### config.mk
export PLATFORM = sky130hd
export DESIGN_NAME = regfile_sb_flat
export DESIGN_NICKNAME = d
export VERILOG_FILES = /design/src/rtl/regfile_sb_pkg.sv /design/src/rtl/regfile_sb_if.sv /design/src/rtl/regfile_scoreboard.sv /design/src/rtl/regfile_sb.sv /design/src/flat_wrapper.sv
export SDC_FILE = /design/constraint.sdc
export NUM_CORES = 1
export LEC_CHECK = 0
export ABC_CLOCK_PERIOD_IN_PS = 4800
export BUFFER_PORTS_ARGS = -buffer_cell sky130_fd_sc_hd__buf_2
export CORE_MARGIN = 4
export CORE_UTILIZATION = 55
export DETAILED_ROUTE_END_ITERATION = 12
export PLACE_DENSITY = 0.78
export SYNTH_ARGS = -nofsm -noshare
export SYNTH_HDL_FRONTEND = slang
export SYNTH_HIERARCHICAL = 1
export SYNTH_SLANG_ARGS = --single-unit
export TNS_END_PERCENT = 10
### constraint.sdc
create_clock -name clk -period 4.8 [get_ports clk]
set_input_delay 0.96 -clock clk [delete_from_list [all_inputs] [get_ports clk]]
set_output_delay 0.96 -clock clk [all_outputs]
set_load 0.02 [all_outputs]
### src/rtl/regfile_sb_pkg.sv
// rtl/regfile_sb_pkg.sv - shared types, constants and helpers for the register file
package regfile_sb_pkg;

  // Data value loaded into every register on reset, sliced to DATA_W by users.
  localparam logic [63:0] RST_WORD = '0;

  typedef enum logic [1:0] {
    SRC_ARRAY  = 2'd0,
    SRC_BYPASS = 2'd1,
    SRC_ZERO   = 2'd2
  } rd_src_e;

  function automatic int nregs(input int addr_w);
    return 1 << addr_w;
  endfunction

  // Hardwired zero outranks forwarding, which outranks the stored array value.
  function automatic rd_src_e rd_src(input bit zero_reg, input bit bypass,
                                     input bit hit, input bit ra_zero);
    if (zero_reg && ra_zero) return SRC_ZERO;
    if (bypass && hit) return SRC_BYPASS;
    return SRC_ARRAY;
  endfunction

endpackage

### src/rtl/regfile_sb_if.sv
// rtl/regfile_sb_if.sv - write/reserve/read bus between datapath and register file
interface regfile_sb_if
  import regfile_sb_pkg::*;
#(
  parameter int DATA_W = 8,
  parameter int ADDR_W = 2
) ();
  localparam int NREGS = nregs(ADDR_W);

  logic              we;
  logic [ADDR_W-1:0] waddr;
  logic [DATA_W-1:0] wdata;
  logic              rsv_en;
  logic [ADDR_W-1:0] rsv_addr;
  logic [ADDR_W-1:0] ra1;
  logic [DATA_W-1:0] rd1;
  logic              busy1;
  logic [ADDR_W-1:0] ra2;
  logic [DATA_W-1:0] rd2;
  logic              busy2;
  logic [NREGS-1:0]  busy_vec;

  modport master (
    output we, waddr, wdata, rsv_en, rsv_addr, ra1, ra2,
    input  rd1, busy1, rd2, busy2, busy_vec
  );

  modport slave (
    input  we, waddr, wdata, rsv_en, rsv_addr, ra1, ra2,
    output rd1, busy1, rd2, busy2, busy_vec
  );
endinterface

### src/rtl/regfile_scoreboard.sv
// rtl/regfile_scoreboard.sv - per-register busy bits, set on reserve and cleared on writeback
module regfile_scoreboard #(
  parameter int NREGS  = 4,
  parameter int ADDR_W = 2
) (
  input  logic              clk,
  input  logic              rst,
  input  logic              set_en,
  input  logic [ADDR_W-1:0] set_addr,
  input  logic              clr_en,
  input  logic [ADDR_W-1:0] clr_addr,
  output logic [NREGS-1:0]  busy_vec
);
  logic [NREGS-1:0] busy_q;
  logic [NREGS-1:0] busy_d;

  // Set applied after clear so a new producer wins over a retiring one.
  always_comb begin
    busy_d = busy_q;
    if (clr_en) busy_d[clr_addr] = 1'b0;
    if (set_en) busy_d[set_addr] = 1'b1;
  end

  always_ff @(posedge clk) begin
    if (rst) begin
      busy_q <= '0;
    end else begin
      busy_q <= busy_d;
    end
  end

  assign busy_vec = busy_q;
endmodule

### src/rtl/regfile_sb.sv
// rtl/regfile_sb.sv - register file with two async read ports, write bypass and busy scoreboard
module regfile_sb
  import regfile_sb_pkg::*;
#(
  parameter int DATA_W   = 8,
  parameter int ADDR_W   = 2,
  parameter bit ZERO_REG = 1'b0,
  parameter bit BYPASS   = 1'b1
) (
  input logic         clk,
  input logic         rst,
  regfile_sb_if.slave bus
);
  localparam int NREGS = nregs(ADDR_W);

  logic [DATA_W-1:0] regs_q [NREGS];
  logic [NREGS-1:0]  busy_vec;
  logic              wr_ok;
  logic              rsv_ok;
  logic              we_w;
  logic [ADDR_W-1:0] waddr_w;
  logic [DATA_W-1:0] wdata_w;
  logic [ADDR_W-1:0] ra [2];
  logic [DATA_W:0]   rp [2];

  assign we_w    = bus.we;
  assign waddr_w = bus.waddr;
  assign wdata_w = bus.wdata;

  // With a hardwired zero register, traffic to index 0 never reaches storage.
  assign wr_ok  = bus.we && !(ZERO_REG && bus.waddr == '0);
  assign rsv_ok = bus.rsv_en && !(ZERO_REG && bus.rsv_addr == '0);

  always_ff @(posedge clk) begin
    if (rst) begin
      for (int i = 0; i < NREGS; i++) regs_q[i] <= DATA_W'(RST_WORD);
    end else if (wr_ok) begin
      regs_q[waddr_w] <= wdata_w;
    end
  end

  regfile_scoreboard #(
    .NREGS (NREGS),
    .ADDR_W(ADDR_W)
  ) u_sb (
    .clk     (clk),
    .rst     (rst),
    .set_en  (rsv_ok),
    .set_addr(bus.rsv_addr),
    .clr_en  (wr_ok),
    .clr_addr(waddr_w),
    .busy_vec(busy_vec)
  );

  // Returns {busy, data} for one read port.
  function automatic logic [DATA_W:0] read_port(
    input logic [ADDR_W-1:0] addr,
    input logic              wen,
    input logic [ADDR_W-1:0] wa,
    input logic [DATA_W-1:0] wd,
    input logic [DATA_W-1:0] arr_data,
    input logic              arr_busy
  );
    case (rd_src(ZERO_REG, BYPASS, wen && (wa == addr), addr == '0))
      SRC_ZERO:   read_port = '0;
      SRC_BYPASS: read_port = {1'b0, wd};
      default:    read_port = {arr_busy, arr_data};
    endcase
  endfunction

  assign ra[0] = bus.ra1;
  assign ra[1] = bus.ra2;

  for (genvar p = 0; p < 2; p++) begin : g_rd
    assign rp[p] = read_port(ra[p], we_w, waddr_w, wdata_w, regs_q[ra[p]], busy_vec[ra[p]]);
  end

  assign bus.rd1      = rp[0][DATA_W-1:0];
  assign bus.busy1    = rp[0][DATA_W];
  assign bus.rd2      = rp[1][DATA_W-1:0];
  assign bus.busy2    = rp[1][DATA_W];
  assign bus.busy_vec = busy_vec;
endmodule

### src/flat_wrapper.sv
// flat-port wrapper written by rule: the top's interface ports become plain ports
module regfile_sb_flat import regfile_sb_pkg::*;
#(
  parameter int DATA_W   = 8,
  parameter int ADDR_W   = 2,
  parameter bit ZERO_REG = 1'b0,
  parameter bit BYPASS   = 1'b1
)
  (clk, rst, bus_we, bus_waddr, bus_wdata, bus_rsv_en, bus_rsv_addr, bus_ra1, bus_ra2, bus_rd1, bus_busy1, bus_rd2, bus_busy2, bus_busy_vec);
  regfile_sb_if #(.DATA_W(DATA_W), .ADDR_W(ADDR_W)) bus_i ();
  input logic clk;
  input logic rst;
  input wire logic [$bits(bus_i.we)-1:0] bus_we;
  input wire logic [$bits(bus_i.waddr)-1:0] bus_waddr;
  input wire logic [$bits(bus_i.wdata)-1:0] bus_wdata;
  input wire logic [$bits(bus_i.rsv_en)-1:0] bus_rsv_en;
  input wire logic [$bits(bus_i.rsv_addr)-1:0] bus_rsv_addr;
  input wire logic [$bits(bus_i.ra1)-1:0] bus_ra1;
  input wire logic [$bits(bus_i.ra2)-1:0] bus_ra2;
  output wire logic [$bits(bus_i.rd1)-1:0] bus_rd1;
  output wire logic [$bits(bus_i.busy1)-1:0] bus_busy1;
  output wire logic [$bits(bus_i.rd2)-1:0] bus_rd2;
  output wire logic [$bits(bus_i.busy2)-1:0] bus_busy2;
  output wire logic [$bits(bus_i.busy_vec)-1:0] bus_busy_vec;
  assign bus_i.we = bus_we;
  assign bus_i.waddr = bus_waddr;
  assign bus_i.wdata = bus_wdata;
  assign bus_i.rsv_en = bus_rsv_en;
  assign bus_i.rsv_addr = bus_rsv_addr;
  assign bus_i.ra1 = bus_ra1;
  assign bus_i.ra2 = bus_ra2;
  assign bus_rd1 = bus_i.rd1;
  assign bus_busy1 = bus_i.busy1;
  assign bus_rd2 = bus_i.rd2;
  assign bus_busy2 = bus_i.busy2;
  assign bus_busy_vec = bus_i.busy_vec;
  regfile_sb #(.DATA_W(DATA_W), .ADDR_W(ADDR_W), .ZERO_REG(ZERO_REG), .BYPASS(BYPASS)) u_core (.clk(clk), .rst(rst), .bus(bus_i));
endmodule
# After elaboration in Yosys (flattened, before gate mapping)
# Memory sizes are Yosys's and may differ from the RTL's.
# Index checks and enable logic that the tools add are counted.
[op_classes] n_lt_le_gt_ge=6 eq_ne=6 muxes=26 bitwise=3 n_reduce_logical=5
[ops] cell="$pmux 9 s2" n=2
[ops] cell="$lt 2x3->1 const B" n=4
[ops] cell="$mux 1" n=12
[ops] cell="$mux 2" n=5
[ops] cell="$mux 4" n=2
[ops] cell="$mux 8" n=1
[ops] cell="$reduce_or 8->1" n=1
[ops] cell="$and 4x4->4" n=1
[ops] cell="$bmux 1 s2" n=2
[ops] cell="$demux 1 s2" n=2
[ops] cell="$eq 2x1->1 const B" n=2
[ops] cell="$eq 2x2->1" n=2
[ops] cell="$eq 2x2->1 const B" n=2
[ops] cell="$ge 2x1->1 const B" n=2
[ops] cell="$logic_and 1x1->1" n=4
[ops] cell="$not 4->4" n=1
[ops] cell="$or 4x4->4" n=1
[word_totals] register_bits=4 mem_bits_rw=32 in_bits=20 output_inout_bits=22 memories=1
[mem_list] name="u_core.regs_q" words=4 word_bits=8 read_ports=2 rd_ports_with_merged_regs=0 write_ports=4 line_no="regfile_sb.sv:16" text="logic [DATA_W-1:0] regs_q [NREGS];"

# Depth between registers and ports, before layout
# Gate-level depths: netlist (run 1).
[logic_depth] word_depth=9 depth_mapped=4 depth_no_buf=3

# Cells and area by module
# The synthesis (run 1) kept the hierarchy.
[modules_own_cells] mod="regfile_sb" n_inst=1 cells_each=119 area_per_inst_um2=1918.1
[modules_own_cells] mod="regfile_scoreboard" n_inst=1 cells_each=19 area_per_inst_um2=191.4

# Worst setup path after synthesis (run 1)
# Ideal clock, no wire load.
[synth_path] kind="input port to output port" start="input bus_ra1[0]" end="output bus_rd1[0]" arrival_time_ps=1973 slack_ps=1867 cell_stages=3 path_buffers=1 path_cell_list="buf_4 mux4_2 mux2_2"
[synth_between] elab_chain_len=6 word_cells_on_any_way=8 classes_between="eq/ne: 3; mux: 3; reduce/logical: 1; memory: 1"
[synth_rtl] item="start, declared" line_no="flat_wrapper.sv:18" text="input wire logic [$bits(bus_i.ra1)-1:0] bus_ra1;"
[synth_rtl] item="$eq 2x2->1" line_no="regfile_sb.sv:64" text="case (rd_src(ZERO_REG, BYPASS, wen && (wa == addr), addr == '0))"
[synth_rtl] item="$logic_and 1x1->1" line_no="regfile_sb.sv:64"
[synth_rtl] item="$mux 1" line_no="regfile_sb_pkg.sv:21" text="if (bypass && hit) return SRC_BYPASS;"
[synth_rtl] item="$mux 2" line_no="regfile_sb_pkg.sv:22" text="return SRC_ARRAY;"
[synth_rtl] item="$eq 2x1->1 / $eq 2x2->1 (equally long branches)" line_no="regfile_sb.sv:64"
[synth_rtl] item="$pmux 9 s2 (*)" line_no="regfile_sb.sv:64"
[synth_rtl] item="end, declared" line_no="flat_wrapper.sv:20" text="output wire logic [$bits(bus_i.rd1)-1:0] bus_rd1;"
# Every way passes the cells marked *; elsewhere a longest branch is shown, timed or not.

# Worst setup path after layout (run 1)
[layout_path] start="input bus_ra1[0]" end="output bus_rd1[3]"
# The elaborated chain is that of the path after synthesis.

==> flow_summary.toml, run 1 <==
[drt]
totalWireLength_um = 4520
wl_per_cell_um = 19.5
viasPerCell = 5.90
drt-pass1-iter-count = 4
vias = 1364
drt_iter0_markers = 66
post-route-drc-count = 0
antenna_left = 0

[floorplanning]
core_mm2 = 0.00369
fp-row-count = 22
start_util_pct = 57.2
dieWidth_um = 69.9
pin_count = 42
die_h_um = 69.9
dieArea_mm2 = 0.00489

[grt]
grt_max_degree = 13
gr-total-overflow = 0
grt_pass1_vias = 1432
grt_antenna_before_repair = 0
grt_pass1_wl_um = 7130
grt_util_all_layers_pct = 19.8

[placement]
numPortBuffers = 41
place_area_mm2 = 0.00235
gp_congestion = 0.800
place_hpwl_um = 3090

[synth]
synth_top_area_share_pct = 45.6
syn_inst = 138
yosys.area.top_type = "edfxtp_1"
synth_area_mm2 = 0.00211
yosysWarnings = 6
synth.area.top_cells = "edfxtp_1 46%, mux4_2 19%, and2_1 10%, mux2_2 8.5%, dfxtp_1 3.8%"
async_reset_ff_share_pct = 0
synth-main-ff-cell = "edfxtp_1"
synth-seq-cells = 36
seq_area_frac_synth_pct = 49.3
synth-edff-count = 32
synthDistinctLibCells = 25
syn-num-nets = 158
syn_area_per_cell_um2 = 15.3

[clock_tree]
cts_hold_buffers = 0
clk_latency_ps = 290
h-tree-depth = 2
cts_resized = 0
post_cts_buffers = 0
cts_sinks = 36
cts_buffers = 5
cts_tree = "done"
clk_pin_slew_ps = 70
cts_root_buffer = "clkbuf_8"
clockBufferDepth = 2

[cells_and_area]
final_nets = 202
fillers = 277
seq_area_mm2 = 0.00104
multi_input_area_mm2 = 0.00102
final_area_mm2 = 0.00243
n_antenna_cell = 0
area_growth_pct = 15.0
drive_gt1_share_pct = 50.8

[sta]
tns_ps = 0
timing.fmax_ghz = 0.306
rsz0062_at_grt = "false"
fin_crit_ps = 3270
max-slew-margin-rel_pct = 61.1
worst_slew_pin_slew_ps = 581
finalCritPeriodShare_pct = 68.1
hold_violations = 0
maxSlewViolCount = 0
clock_skew_ps = 0
setup_violations = 0

[setup_path]
cp_common_cell = "buf_2"
crit_family = "buffers and inverters"
critPathLaunchType = "input port"
crit_arrival_ps = 2310
worst-setup-path-type = "input port to output port"
worst-path-max-fanout = 10
end_kind = "output port"
critPathMaxStageDelay_ps = 380
cp_cell_sequence = "buf_2 -> xnor2_1 -> nand3_2 -> mux2_2 -> buf_2"
cp_num_buf_inv = 2
crit_path_top_delay_cell = "mux2_2"
required_ps = 3840

[run]
max_cap_violations = 0

[power_and_ir_drop]
peakVddDrop_uv = 194
cellPowerDensity_mw_per_mm2 = 307
p_leak_nw = 0.922

[min_path]
min_path_type = "flip-flop to flip-flop"

[outcome]
status = "finished, final reports clean"
[cell usage after synthesis (2+ instances only)]
cell	number
edfxtp_1	32
dfxtp_1	4
a31o_2	3
buf_2	2
mux4_2	18
xnor2_1	4
and2_1	34
mux2_2	16
inv_1	4
o32ai_1	2
nor3b_2	2
nand3_2	2
or2_2	3
[area by class of cell]
class                      count  share of cell area, %
sequential                    36                   42.9
multi-input combinational     94                   42.2
timing repair buffer          41                   8.46
clock buffer                   7                   3.15
tap                           48                   2.48
inverter                       4                  0.619
clock inverter                 1                  0.155
[kinds of logic after synthesis]
group           share of synthesized area (%)
buf+inv                                  2.08
xor+xnor                                 1.66
mux                                      27.8
simple gates                             17.1
compound gates                           2.08
flops                                    49.3
[state kept, by name, indices dropped and copies added (netlist names)]
register / count
u_core/regs_q: 32
u_core/u_sb/busy_vec: 4
[placed cells by master (no fill, tap or decap), types with 3 or more instances in the layout]
| cell type | Yosys | layout |
|---|---|---|
| clkbuf_8 | 0 | 5 |
| a31o_2 | 3 | 3 |
| inv_1 | 4 | 4 |
| or2_2 | 3 | 3 |
| mux4_2 | 18 | 18 |
| dfxtp_1 | 4 | 4 |
| and2_1 | 34 | 34 |
| edfxtp_1 | 32 | 32 |
| buf_2 | 2 | 41 |
| mux2_2 | 16 | 16 |
| xnor2_1 | 4 | 4 |
[per-layer routing]
metal	share of wire (%)	vias to the layer above	GRT usage, %
li1	-	629	-
met1	39	682	22.0
met3	5.5	8	4.75
met2	54	45	35.6
met5	0	-	0
met4	2.0	0	8.94
[worst min-delay path, cell delays in order (launching register included)]
cell	delay [ps]
dfxtp_1	330
inv_1	60
o32ai_1	80
[final timing paths]
check,cells after the start,from,to,slack (ps)
max,5,bus_ra1[0],bus_rd1[3],1530
min,2,u_core/u_sb/busy_vec[2],u_core/u_sb/busy_vec[2],510
max reg2reg,2,u_core/u_sb/busy_vec[0],u_core/u_sb/busy_vec[0],4020
min reg2reg,2,u_core/u_sb/busy_vec[2],u_core/u_sb/busy_vec[2],510
[per-stage QoR]
| step | std cells | utilization [%] | total power, mW | hold WS, ps | setup slack, ps |
|---|---|---|---|---|---|
| 2_1_floorplan | 138 | - | 0.493 | 566 | 1870 |
| 3_3_place_gp | 223 | 63.6 | 0.540 | 485 | 1550 |
| 3_5_place_dp | 223 | 63.6 | 0.546 | 501 | 1520 |
| 4_1_cts | 231 | 65.8 | 0.750 | 513 | 1510 |
| 5_1_grt | 231 | 65.8 | 0.772 | 547 | 1440 |
| 6_report | 231 | 65.8 | 0.744 | 515 | 1530 |
[power breakdown]
part	switching, mW	internal (mW)
Combinational	0.0869	0.0763
Clock	0.104	0.101
Sequential	0.0109	0.365
(Power assumes the default switching activity.)
==> run 2: changes to the inputs <==
--- a/config.mk
+++ b/config.mk
@@ -5,12 +5,13 @@
 export SDC_FILE = /design/constraint.sdc
 export NUM_CORES = 1
 export LEC_CHECK = 0
-export ABC_CLOCK_PERIOD_IN_PS = 4800
+export ABC_AREA = 1
+export ABC_CLOCK_PERIOD_IN_PS = 2900
 export BUFFER_PORTS_ARGS = -buffer_cell sky130_fd_sc_hd__buf_2
 export CORE_MARGIN = 4
-export CORE_UTILIZATION = 55
+export CORE_UTILIZATION = 51
 export DETAILED_ROUTE_END_ITERATION = 12
-export PLACE_DENSITY = 0.78
+export PLACE_DENSITY = 0.75
 export SYNTH_ARGS = -nofsm -noshare
 export SYNTH_HDL_FRONTEND = slang
 export SYNTH_HIERARCHICAL = 1
==> constraint.sdc (replaced) <==
create_clock -name clk -period 2.9 [get_ports clk]
set_input_delay 0.58 -clock clk [delete_from_list [all_inputs] [get_ports clk]]
set_output_delay 0.58 -clock clk [all_outputs]
set_load 0.02 [all_outputs]
==> run 2 against run 1 <==
Net effect: cell count is 95% higher; combinational power grew 98%; total power up 90%; count of clock-buffer cells in the layout is the same; largest cell class is now multi-input gates; core utilization down 4.2 points; sequential power is 63% higher; clock power rose by 130%; design area up 14%; wire length up 41%; setup slack worse by 1300 ps; critical endpoint unchanged; via count rose by 75%; synthesized cell count increased to 2.6 times the previous value; largest power group unchanged.
==> flow_summary.toml, run 2 <==
[clock_tree]
cts_tree = "done"
cts_buffers = 5
post_cts_buffers = 0
cts_root_buffer = "clkbuf_8"
cts_resized = 0
clk_pin_slew_ps = 70
clockBufferDepth = 2
h-tree-depth = 2
clk_latency_ps = 290
cts_hold_buffers = 0
cts_sinks = 36

[setup_path]
crit_path_top_delay_cell = "nor2_2"
rr_worst_depth = 2
crit_arrival_ps = 2060
worst-setup-path-type = "input port to output port"
critPathMaxStageDelay_ps = 350
reg2reg_from = "u_core/u_sb/busy_vec[0]"
reg2reg_slack_ps = 2290
r2r_end = "u_core/u_sb/busy_vec[0]"
critPathLaunchType = "input port"
cp_common_cell = "nand2_1"
worst-path-max-fanout = 21
cp_cell_sequence = "buf_2 -> inv_2 -> nand2_1 -> nand2_1 -> nor2_2 -> nand3_1 -> nand2_1 -> buf_2"
end_kind = "output port"
required_ps = 2320

[sta]
clock_skew_ps = 0
rsz0062_at_grt = "false"
fin_crit_ps = 2640
worst_slew_pin_slew_ps = 433
max-slew-margin-rel_pct = 71.2
finalCritPeriodShare_pct = 91.2
setup_violations = 0
tns_ps = 0
timing.fmax_ghz = 0.378
maxSlewViolCount = 0
holdWs_ps = 497
setup_ws_ps = 255
hold_violations = 0

[synth]
synth-seq-cells = 36
synth_area_mm2 = 0.00241
synthDistinctLibCells = 19
async_reset_ff_share_pct = 0
syn_inst = 358
synth_top_area_share_pct = 39.9
yosys.area.top_type = "edfxtp_1"
yosysWarnings = 6
syn_area_per_cell_um2 = 6.72
synth.most_common_cell = "nand2_1"
syn-num-nets = 378
seq_area_frac_synth_pct = 43.2
synth-edff-count = 32
synth_commonest_cells = "143 x nand2_1, 57 x nand3_1, 54 x inv_1"
synth-main-ff-cell = "edfxtp_1"
synth.area.top_cells = "edfxtp_1 40%, nand2_1 22%, nand3_1 12%, inv_1 8.4%, nor2_1 4.8%"

[placement]
numPortBuffers = 41
place_hpwl_um = 4700
gp_congestion = 0.909
place_area_mm2 = 0.00263
dp_cells = 443
pre_cts_ws_ps = 295

[floorplanning]
pin_count = 42
die_h_um = 76.7
dieArea_mm2 = 0.00588
dieWidth_um = 76.7
start_util_pct = 53.8
fp-row-count = 24
core_mm2 = 0.00447

[grt]
top_usage_layer = "met2"
grt_pass1_wl_um = 10200
use_met3_pct = 5.15
grt_max_degree = 23
grt_pass1_vias = 2147
grt_use_met1_pct = 27.6
grt_antenna_before_repair = 0
gr-total-overflow = 0
grt_util_all_layers_pct = 21.8
grt_util_met2_pct = 36.0

[min_path]
hold_depth = 2
min_path_type = "flip-flop to flip-flop"
hold_end = "u_core/u_sb/busy_vec[1]"
hp-start = "u_core/u_sb/busy_vec[1]"

[cells_and_area]
n_antenna_cell = 0
fin_cells = 451
layout_commonest_cell = "nand2_1"
final_nets = 418
largest_register_ffs = 32
area_growth_pct = 14.4
final_area_mm2 = 0.00275
layout_common_cells = "143 x nand2_1, 57 x nand3_1, 54 x inv_1"
fin_util_pct = 61.5
drive_gt1_share_pct = 17.5
regMostFlops = "u_core/regs_q"

[drt]
vias = 2391
drt-pass1-iter-count = 5
antenna_left = 0
totalWireLength_um = 6380
drt_iter0_markers = 224
wl_per_cell_um = 14.1
viasPerCell = 5.30
post-route-drc-count = 0

[outcome]
status = "finished, final reports clean"

[power_and_ir_drop]
finalPower_mw = 1.41
p_leak_nw = 1.51
peakVddDrop_uv = 281
cellPowerDensity_mw_per_mm2 = 513

[run]
max_cap_violations = 0
run 2: cell count changes after synthesis, sizes merged, moves of 4 or more:
cell,delta
nand2,+145
inv,+59
nand3,+58
nor2,+35
and2,-34
mux4,-18
mux2,-16
a21oi,+6
xnor2,-4
run 2: routing by layer:
metal / wire length [µm] / vias to the layer above
met4: 165 / 0
met3: 620 / 20
met1: 2650 / 1064
li1: - / 1189
met5: 0 / -
met2: 2940 / 118
run 2: cell type report:
| class | instances | area [µm²] |
|---|---|---|
| well taps | 52 | 65.1 |
| clock inverters | 1 | 30.0 |
| repair buffers | 42 | 213 |
| inverters | 63 | 236 |
| clock buffers | 7 | 96.3 |
| flip-flops and latches | 36 | 1040 |
| fillers | 425 | 1720 |
| multi-input cells | 250 | 1070 |
run 2: worst max path at each step:
stage	from	end	slack, ps	depth (start not counted)
after floorplan	bus_ra1[0]	bus_rd1[0]	930	7
after global placement	bus_ra1[0]	bus_rd1[7]	360	8
after detailed placement	bus_ra1[0]	bus_rd1[3]	300	8
after CTS	bus_ra1[0]	bus_rd1[3]	290	8
after global routing	bus_ra1[0]	bus_rd1[2]	170	8
final	bus_ra1[0]	bus_rd1[3]	260	8
run 2: cells by family after synthesis:
group           count (synthesis)  share of synthesized area, %
buf+inv                        72                          12.2
compound gates                  9                          2.13
flops                          36                          43.2
simple gates                  241                          42.4
run 2: critical path, delay by kind of cell:
kind / cells / cell delay, ps
and+or+nand+nor: 5 / 740
buffers and inverters: 3 / 730
run 2: power breakdown:
part | switching [mW] | total [mW] | internal, mW | leakage [nW]
clock | 0.175 | 0.478 | 0.303 | 0.0645
combinational | 0.228 | 0.322 | 0.0946 | 1.10
sequential | 0.0103 | 0.612 | 0.602 | 0.344
